**config.mk**
```make
export PLATFORM = sky130hd
export DESIGN_NAME = lms_gpio_bidir_flat
export DESIGN_NICKNAME = d
export VERILOG_FILES = /design/src/rtl/lms_gpio_pkg.sv /design/src/rtl/lms_gpio_bidir_if.sv /design/src/rtl/lms_gpio_sync.sv /design/src/rtl/lms_gpio_bidir.sv /design/src/flat_wrapper.sv
export SDC_FILE = /design/constraint.sdc
export NUM_CORES = 1
export LEC_CHECK = 0
export CAP_MARGIN = 20
export CORE_AREA = 2 2 67 69
export DETAILED_ROUTE_END_ITERATION = 6
export DIE_AREA = 0 0 69 71
export GPL_TIMING_DRIVEN = 0
export HOLD_SLACK_MARGIN = 0.03
export PLACE_DENSITY = 0.88
export REMOVE_ABC_BUFFERS = 1
export SLEW_MARGIN = 15
export SYNTH_ARGS = -nofsm -noshare
export SYNTH_HDL_FRONTEND = slang
export SYNTH_SLANG_ARGS = --single-unit
```
**constraint.sdc**
```tcl
create_clock -name clk -period 2 [get_ports clk]
set_input_delay 0.4 -clock clk [delete_from_list [all_inputs] [get_ports clk]]
set_output_delay 0.4 -clock clk [all_outputs]
set_load 0.005 [all_outputs]
```
**src/rtl/lms_gpio_pkg.sv**
```systemverilog
// lms_gpio_pkg: register map, edge-type encoding and edge helper for the LMS GPIO slave
package lms_gpio_pkg;
  localparam logic [2:0] ADDR_DATA     = 3'd0;
  localparam logic [2:0] ADDR_DIR      = 3'd1;
  localparam logic [2:0] ADDR_IRQ_MASK = 3'd2;
  localparam logic [2:0] ADDR_EDGE_CAP = 3'd3;
  localparam logic [2:0] ADDR_OUTSET   = 3'd4;
  localparam logic [2:0] ADDR_OUTCLR   = 3'd5;
  typedef enum logic [1:0] {EDGE_RISE = 2'd0, EDGE_FALL = 2'd1, EDGE_ANY = 2'd2} edge_type_e;
  function automatic logic [31:0] edge_detect(edge_type_e t, logic [31:0] cur, logic [31:0] prev);
    return t == EDGE_RISE ? cur & ~prev : t == EDGE_FALL ? ~cur & prev : cur ^ prev;
  endfunction
endpackage

```
**src/rtl/lms_gpio_bidir_if.sv**
```systemverilog
// lms_gpio_bidir_if: Avalon-MM slave bus plus level interrupt for the LMS GPIO block
interface lms_gpio_bidir_if;
  logic [2:0]  address;
  logic        chipselect;
  logic        write_n;
  logic        read_n;
  logic [31:0] writedata;
  logic [31:0] readdata;
  logic        irq;
  modport master(output address, chipselect, write_n, read_n, writedata, input readdata, irq);
  modport slave(input address, chipselect, write_n, read_n, writedata, output readdata, irq);
endinterface

```
**src/rtl/lms_gpio_sync.sv**
```systemverilog
// lms_gpio_sync: WIDTH-wide multi-flop synchroniser for asynchronous pin inputs
module lms_gpio_sync #(
  parameter int WIDTH       = 4,
  parameter int SYNC_STAGES = 2
) (
  input  logic             clk,
  input  logic             reset_n,
  input  logic [WIDTH-1:0] i_d,
  output logic [WIDTH-1:0] o_q
);
  logic [WIDTH-1:0] r_sync [SYNC_STAGES];
  always_ff @(posedge clk or negedge reset_n)
    if (!reset_n) r_sync <= '{default: '0};
    else begin
      r_sync[0] <= i_d;
      for (int i = 1; i < SYNC_STAGES; i++) r_sync[i] <= r_sync[i-1];
    end
  assign o_q = r_sync[SYNC_STAGES-1];
endmodule

```
**src/rtl/lms_gpio_bidir.sv**
```systemverilog
// lms_gpio_bidir: Avalon-MM GPIO slave with per-bit direction, set/clear, edge capture and irq
module lms_gpio_bidir
  import lms_gpio_pkg::*;
#(
  parameter int               WIDTH       = 4,
  parameter logic [WIDTH-1:0] RESET_OUT   = WIDTH'(3),
  parameter logic [WIDTH-1:0] RESET_DIR   = '1,
  parameter int               EDGE_TYPE   = 0,
  parameter int               SYNC_STAGES = 2
) (
  input  logic             clk,
  input  logic             reset_n,
  lms_gpio_bidir_if.slave  bus,
  input  logic [WIDTH-1:0] pin_in,
  output logic [WIDTH-1:0] out_port,
  output logic [WIDTH-1:0] oe
);
  localparam int AW = $clog2(SYNC_STAGES + 2);
  localparam logic [AW-1:0] ARM_CYCLES = AW'(SYNC_STAGES + 1);
  localparam edge_type_e ET = edge_type_e'(EDGE_TYPE[1:0]);
  logic [WIDTH-1:0] w_sync, w_wd, w_edge, w_clr, w_data, w_out_nxt;
  logic [WIDTH-1:0] r_prev, r_out, r_dir, r_mask, r_cap;
  logic [AW-1:0]    r_arm;
  logic             w_wr, w_rd, w_armed, r_irq, w_unused_wd;
  logic [31:0]      w_rmux, r_rdata;
  lms_gpio_sync #(.WIDTH(WIDTH), .SYNC_STAGES(SYNC_STAGES)) u_sync (
    .clk(clk), .reset_n(reset_n), .i_d(pin_in), .o_q(w_sync)
  );
  assign w_unused_wd = ^bus.writedata;
  assign w_wd = bus.writedata[WIDTH-1:0];
  assign w_wr = bus.chipselect & ~bus.write_n;
  assign w_rd = bus.chipselect & ~bus.read_n;
  // Pins already high at reset release must not look like a fresh rising edge
  assign w_armed = r_arm == ARM_CYCLES;
  assign w_edge = w_armed ? WIDTH'(edge_detect(ET, 32'(w_sync), 32'(r_prev))) : '0;
  assign w_clr = (w_wr && bus.address == ADDR_EDGE_CAP) ? w_wd : '0;
  assign w_data = (r_out & r_dir) | (w_sync & ~r_dir);
  always_comb begin
    w_out_nxt = r_out;
    if (w_wr) w_out_nxt = bus.address == ADDR_DATA ? w_wd :
                          bus.address == ADDR_OUTSET ? r_out | w_wd :
                          bus.address == ADDR_OUTCLR ? r_out & ~w_wd : r_out;
    w_rmux = bus.address == ADDR_DATA ? 32'(w_data) :
             bus.address == ADDR_DIR ? 32'(r_dir) :
             bus.address == ADDR_IRQ_MASK ? 32'(r_mask) :
             bus.address == ADDR_EDGE_CAP ? 32'(r_cap) : '0;
  end
  always_ff @(posedge clk or negedge reset_n)
    if (!reset_n) begin
      r_prev  <= '0;
      r_arm   <= '0;
      r_out   <= RESET_OUT;
      r_dir   <= RESET_DIR;
      r_mask  <= '0;
      r_cap   <= '0;
      r_irq   <= 1'b0;
      r_rdata <= '0;
    end else begin
      r_prev <= w_sync;
      r_arm  <= w_armed ? r_arm : r_arm + AW'(1);
      r_out  <= w_out_nxt;
      if (w_wr && bus.address == ADDR_DIR) r_dir <= w_wd;
      if (w_wr && bus.address == ADDR_IRQ_MASK) r_mask <= w_wd;
      // A new edge beats a simultaneous write-one-to-clear
      r_cap  <= (r_cap & ~w_clr) | w_edge;
      r_irq  <= |(r_cap & r_mask);
      if (w_rd) r_rdata <= w_rmux;
    end
  assign out_port     = r_out;
  assign oe           = r_dir;
  assign bus.readdata = r_rdata;
  assign bus.irq      = r_irq;
endmodule
```
**src/flat_wrapper.sv**
```systemverilog
// flat-port wrapper written by rule: the top's interface ports become plain ports
module lms_gpio_bidir_flat import lms_gpio_pkg::*;
#(
  parameter int               WIDTH       = 4,
  parameter logic [WIDTH-1:0] RESET_OUT   = WIDTH'(3),
  parameter logic [WIDTH-1:0] RESET_DIR   = '1,
  parameter int               EDGE_TYPE   = 0,
  parameter int               SYNC_STAGES = 2
)
  (clk, reset_n, pin_in, out_port, oe, bus_address, bus_chipselect, bus_write_n, bus_read_n, bus_writedata, bus_readdata, bus_irq);
  lms_gpio_bidir_if bus_i ();
  input  logic clk;
  input  logic reset_n;
  input  logic [WIDTH-1:0] pin_in;
  output logic [WIDTH-1:0] out_port;
  output logic [WIDTH-1:0] oe;
  input wire logic [$bits(bus_i.address)-1:0] bus_address;
  input wire logic [$bits(bus_i.chipselect)-1:0] bus_chipselect;
  input wire logic [$bits(bus_i.write_n)-1:0] bus_write_n;
  input wire logic [$bits(bus_i.read_n)-1:0] bus_read_n;
  input wire logic [$bits(bus_i.writedata)-1:0] bus_writedata;
  output wire logic [$bits(bus_i.readdata)-1:0] bus_readdata;
  output wire logic [$bits(bus_i.irq)-1:0] bus_irq;
  assign bus_i.address = bus_address;
  assign bus_i.chipselect = bus_chipselect;
  assign bus_i.write_n = bus_write_n;
  assign bus_i.read_n = bus_read_n;
  assign bus_i.writedata = bus_writedata;
  assign bus_readdata = bus_i.readdata;
  assign bus_irq = bus_i.irq;
  lms_gpio_bidir #(.WIDTH(WIDTH), .RESET_OUT(RESET_OUT), .RESET_DIR(RESET_DIR), .EDGE_TYPE(EDGE_TYPE), .SYNC_STAGES(SYNC_STAGES)) u_core (.clk(clk), .reset_n(reset_n), .bus(bus_i), .pin_in(pin_in), .out_port(out_port), .oe(oe));
endmodule
```
## Yosys cells after proc, flatten, opt, wreduce, memory -nomap -nowiden

Cells that the tools add are included.

| operators by class | value |
|---|---|
| eq/ne operators | 6 |
| multiplexer cells | 9 |
| bitwise gates (word level) | 17 |
| $add $sub $neg | 1 |
| reductions and logical operators | 7 |

Operators with widths:

| operator | count |
|---|---|
| $mux W32 | 3 |
| $and A4 B4 Y4 | 6 |
| $mux W4 | 6 |
| $not A4 Y4 | 4 |
| $or A4 B4 Y4 | 3 |
| $eq A3 B2 Y1 const B | 2 |
| $eq A3 B3 Y1 const B | 2 |
| $reduce_or A4 Y1 | 1 |
| $eq A3 B1 Y1 const B | 1 |
| $logic_and A1 B1 Y1 | 3 |
| $logic_not A3 Y1 | 1 |
| $reduce_bool A3 Y1 | 1 |
| $add A2 B1 Y2 const B | 1 |
| $and A1 B1 Y1 | 2 |
| $eq A2 B2 Y1 const B | 1 |
| $not A1 Y1 | 2 |
| $reduce_and A2 Y1 | 1 |

| storage, ports and cells | value |
|---|---|
| word-level logic and storage cells | 50 |
| register bits after elaboration | 63 |
| output and inout bits | 41 |
| bits of input ports | 44 |

## Longest topological paths before layout

| logic depth | value |
|---|---|
| depth after elaboration | 7 |
| gate-level depth with buffers | 4 |
| depth with buffers taken out | 3 |

## Cells and area by module

A second synthesis with hierarchy kept.

| unflattened totals | value |
|---|---|
| cell total of the unflattened synthesis | 151 |
| area total of the unflattened synthesis | 1790.5 um^2 |

Modules (own cells, without submodules):

| module | cells an instance | area an instance (um^2) | sequential area each (um^2) | times used |
|---|---|---|---|---|
| lms_gpio_bidir | 139 | 1560.2 | 683.2 | 1 |
| lms_gpio_sync | 12 | 230.2 | 200.2 | 1 |

## Worst setup path before layout

Ideal clock, no wire load.

| timing | value |
|---|---|
| path type | input to register |
| start point | input bus_address[2] |
| end point | register u_core.r_dir[0] (netlist: u_core.oe[0]) |
| required time | 1.918 ns |
| stages on the path | 4 |
| slack | 0.609 ns |
| path buffers | 1 |
| data arrival time | 1.308 ns |
| library setup time | 0.082 ns |
| cells stage by stage | buf_6 > and4bb_4 > and2b_4 > mux2_4 |

| between the ends | value |
|---|---|
| longest elaborated chain between the ends | 2 |

Ends and longest elaborated chain:

| what | RTL line | text |
|---|---|---|
| start, declared | flat_wrapper.sv:17 | `input wire logic [$bits(bus_i.address)-1:0] bus_address;` |
| $eq A3 B1 Y1 | lms_gpio_bidir.sv:62 | `if (w_wr && bus.address == ADDR_DIR) r_dir <= w_wd;` |
| $logic_and A1 B1 Y1 | lms_gpio_bidir.sv:62 |  |
| end signal, assigned | lms_gpio_bidir.sv:62 |  |
| end, declared | lms_gpio_bidir.sv:22 | `logic [WIDTH-1:0] r_prev, r_out, r_dir, r_mask, r_cap;` |

No other way between the ends.
A chain may end at the register's enable or synchronous reset.

## Worst setup path in the final report

| timing | value |
|---|---|
| start point | input bus_address[0] |
| end point | register u_core.r_dir[0] (netlist: u_core.oe[0]) |

The elaborated chain is that of the path after synthesis.

==> impl_metrics.csv <==
group,metric,value,unit
clock_tree,cts_tree,"built",
global_routing,overflow,0,
logic_synthesis,synth_seq_cells,35,
sta,finalHoldViolCount,0,
clock_tree,hold_buffers,0,
placement,dp_hpwl,2200,um
logic_synthesis,ys_seq_area_frac,0.5105,
floorplanning,initial_core_util,0.4116,
clock_tree,clk_pin_slew_worst_paths,0.06,ns
worst_setup_path,critPathKind,"in -> reg",
sta,setup_viol,0,
logic_synthesis,synth_area,1730,um2
logic_synthesis,synthTopCellsByCount,"dfrtp_1 (29), buf_4 (28), nand2_1 (14)",
floorplanning,dieHeight,71,um
clock_tree,htree_levels,2,
clock_tree,cts_made_buffers,5,
placement,dp.cells,221,
sta,drv_slew,0,
sta,rsz0062_at_grt,"false",
finish,drive_above_1_share,0.1582,
logic_synthesis,synthFlopType,"dfrtp_1",
run,cap_violations,0,
floorplanning,dieWidth,69,um
global_routing,grt_pass1_vias,1010,
global_routing,grt_max_degree,36,
clock_tree,clk_latency,0.28,ns
min_path,hold_class,"in -> async",
worst_setup_path,r2r_cells,3,
logic_synthesis,ys_types,32,
sta,fin_setup_tns,0,ns
logic_synthesis,synthCells,146,
worst_setup_path,crit_path_start_kind,"input port",
clock_tree,clockBufferDepth,2,
logic_synthesis,synth_top_area_frac,0.4194,
placement,io_buffers,28,
logic_synthesis,yosysTopAreaCell,"dfrtp_1",
worst_setup_path,worstPathRequired,2.21,ns
sta,worst_pin_slew,0.7590,ns
sta,period_share,0.9334,
pwr,p_leak,0.8721,nW
clock_tree,cts_setup_buffers,0,
routing,ant_nets,0,
logic_synthesis,synth_edf_count,0,
placement,gp_congestion,0.8225,
worst_setup_path,worstSetupPathDepth,4,
finish,final_cells,229,
clock_tree,cts_sinks,35,
finish,area_growth,17.43,%
sta,fmaxAchievable,535.7,MHz
global_routing,grt_pass1_wl,4905,um
pwr,ir_drop,0.3568,mV
clock_tree,root_buffer,"clkbuf_8",
worst_setup_path,path_buf_inv,1,
worst_setup_path,arrival,2.08,ns
sta,fin_crit,1.867,ns
sta,finalHoldWorstSlack,0.1798,ns
routing,drt_first_pass_iters,4,
worst_setup_path,cp_cell_sequence,"clkdlybuf4s50_1, and4bb_4, and2b_4, mux2_4",
pwr,powerDensity,863.9,nW/um2
routing,wire_per_inst,12.84,um
floorplanning,die_area,4899,um2
routing,route.detailed.drc,0,
routing,wl,2941,um
logic_synthesis,synth_most_common_cell,"dfrtp_1",
routing,vias,1065,
global_routing,grt_antenna_before_repair,0,
logic_synthesis,async_reset_ff_frac,1.000,
global_routing,track_usage,0.1303,
worst_setup_path,crit_path_top_delay_cell,"clkdlybuf4s50_1",
worst_setup_path,cpPeakStageDelay,0.80,ns
worst_setup_path,cp_top_family,"buffers and inverters",
worst_setup_path,setup.worst_path.end_class,"register",
logic_synthesis,avgSynthCellArea,11.85,um2
logic_synthesis,ys_warn_count,0,
finish,final_nets,221,
floorplanning,core_area,4204,um2
routing,drt-initial-drc-count,41,
floorplanning,row_count,24,
logic_synthesis,synthTopCellsByArea,"dfrtp_1 (42%), buf_4 (12%), dfstp_2 (9.1%)",
sta,slew_headroom,0.4940,
finish,fillCellCount,389,
sta,finClkSkew,0.001325,ns
floorplanning,ios,85,
status,outcome,"complete, no violations",
finish,diodes,0,
worst_setup_path,crit_fanout,14,
routing,vias_per_cell,4.651,
report_power, final:
| part | switching [mW] | leakage [nW] | total [mW] | internal, mW |
|---|---|---|---|---|
| Clock | 0.235 | 0.0515 | 0.549 | 0.314 |
| Combinational | 0.120 | 0.428 | 0.326 | 0.206 |
| Sequential | 0.0661 | 0.392 | 0.880 | 0.814 |
through the flow:
step	setup slack (ns)	total power [mW]	cell area (um2)	utilization
finish	0.1332	1.755	2032	0.4833
global route	0.04946	1.857	2032	0.4833
CTS	0.1406	1.782	2029	0.4827
detailed placement	-0.1696	1.222	1929	0.4589
global placement	-0.1409	1.211	1934	0.4601
floorplan	0.6950	1.030	1589	-
area by class of cell:
type                            count  area (um2)  area share
Sequential cell                    35       883.3      0.4347
Multi-Input combinational cell    103       696.9      0.3430
Timing Repair Buffer               28       275.3      0.1355
Clock buffer                        8       100.1     0.04926
Inverter                            3       11.26    0.005542
Tap cell                           52       65.06     0.03202
per-layer routing:
layer  part of all wire  vias up  track usage
met2               0.48       40       0.2073
met3              0.069        4      0.05271
met4              0.013        0      0.04575
li1                   -      508            -
met1               0.44      513       0.1618
met5                  0        -            0
final timing paths:
kind,startpoint,endpoint,slack [ns]
setup / recovery,bus_address[0],u_core.oe[0],0.13
hold / removal,reset_n,u_core.bus.readdata[3],0.18
setup reg to reg,u_core.oe[0],u_core.bus.readdata[0],0.80
hold reg to reg,u_core.u_sync.r_sync[5],u_core.u_sync.o_q[1],0.35
max in group asynchronous,reset_n,u_core.bus.readdata[1],1.33
min in group clk,u_core.u_sync.r_sync[5],u_core.u_sync.o_q[1],0.35
cell families after synthesis:
logic type,count (synthesis),share of synthesized area
other,1,0.002167
xor gates and xnor gates,1,0.005062
buffers and inverters,35,0.1468
DFF,35,0.5105
muxes,17,0.1135
and+or+nand+nor,34,0.1150
adders and majority gates,1,0.007230
AOI/OAI and AO/OA,22,0.09978
layout by cell type, fill, tap and decap left out, types with 2 or more instances in the layout:
| cell | instances |
|---|---|
| dfstp_2 | 6 |
| dfrtp_1 | 29 |
| o21ai_1 | 3 |
| a32o_1 | 5 |
| mux2_2 | 5 |
| nand2b_1 | 4 |
| o21a_1 | 4 |
| o31ai_1 | 3 |
| nand3_1 | 4 |
| a22oi_1 | 2 |
| nor2b_1 | 4 |
| conb_1 | 28 |
| clkdlybuf4s50_1 | 27 |
| nand2_1 | 14 |
| o2bb2ai_1 | 3 |
| clkbuf_8 | 7 |
| mux2_4 | 4 |
| mux2i_1 | 8 |
| inv_1 | 3 |
timing repair:
action / 4_1_cts / 5_1_grt
resized for setup: 0 / 1
hold endpoints to repair: 0 / 0
setup endpoints to repair: 0 / 1
Power figures use the tool's default switching activity.
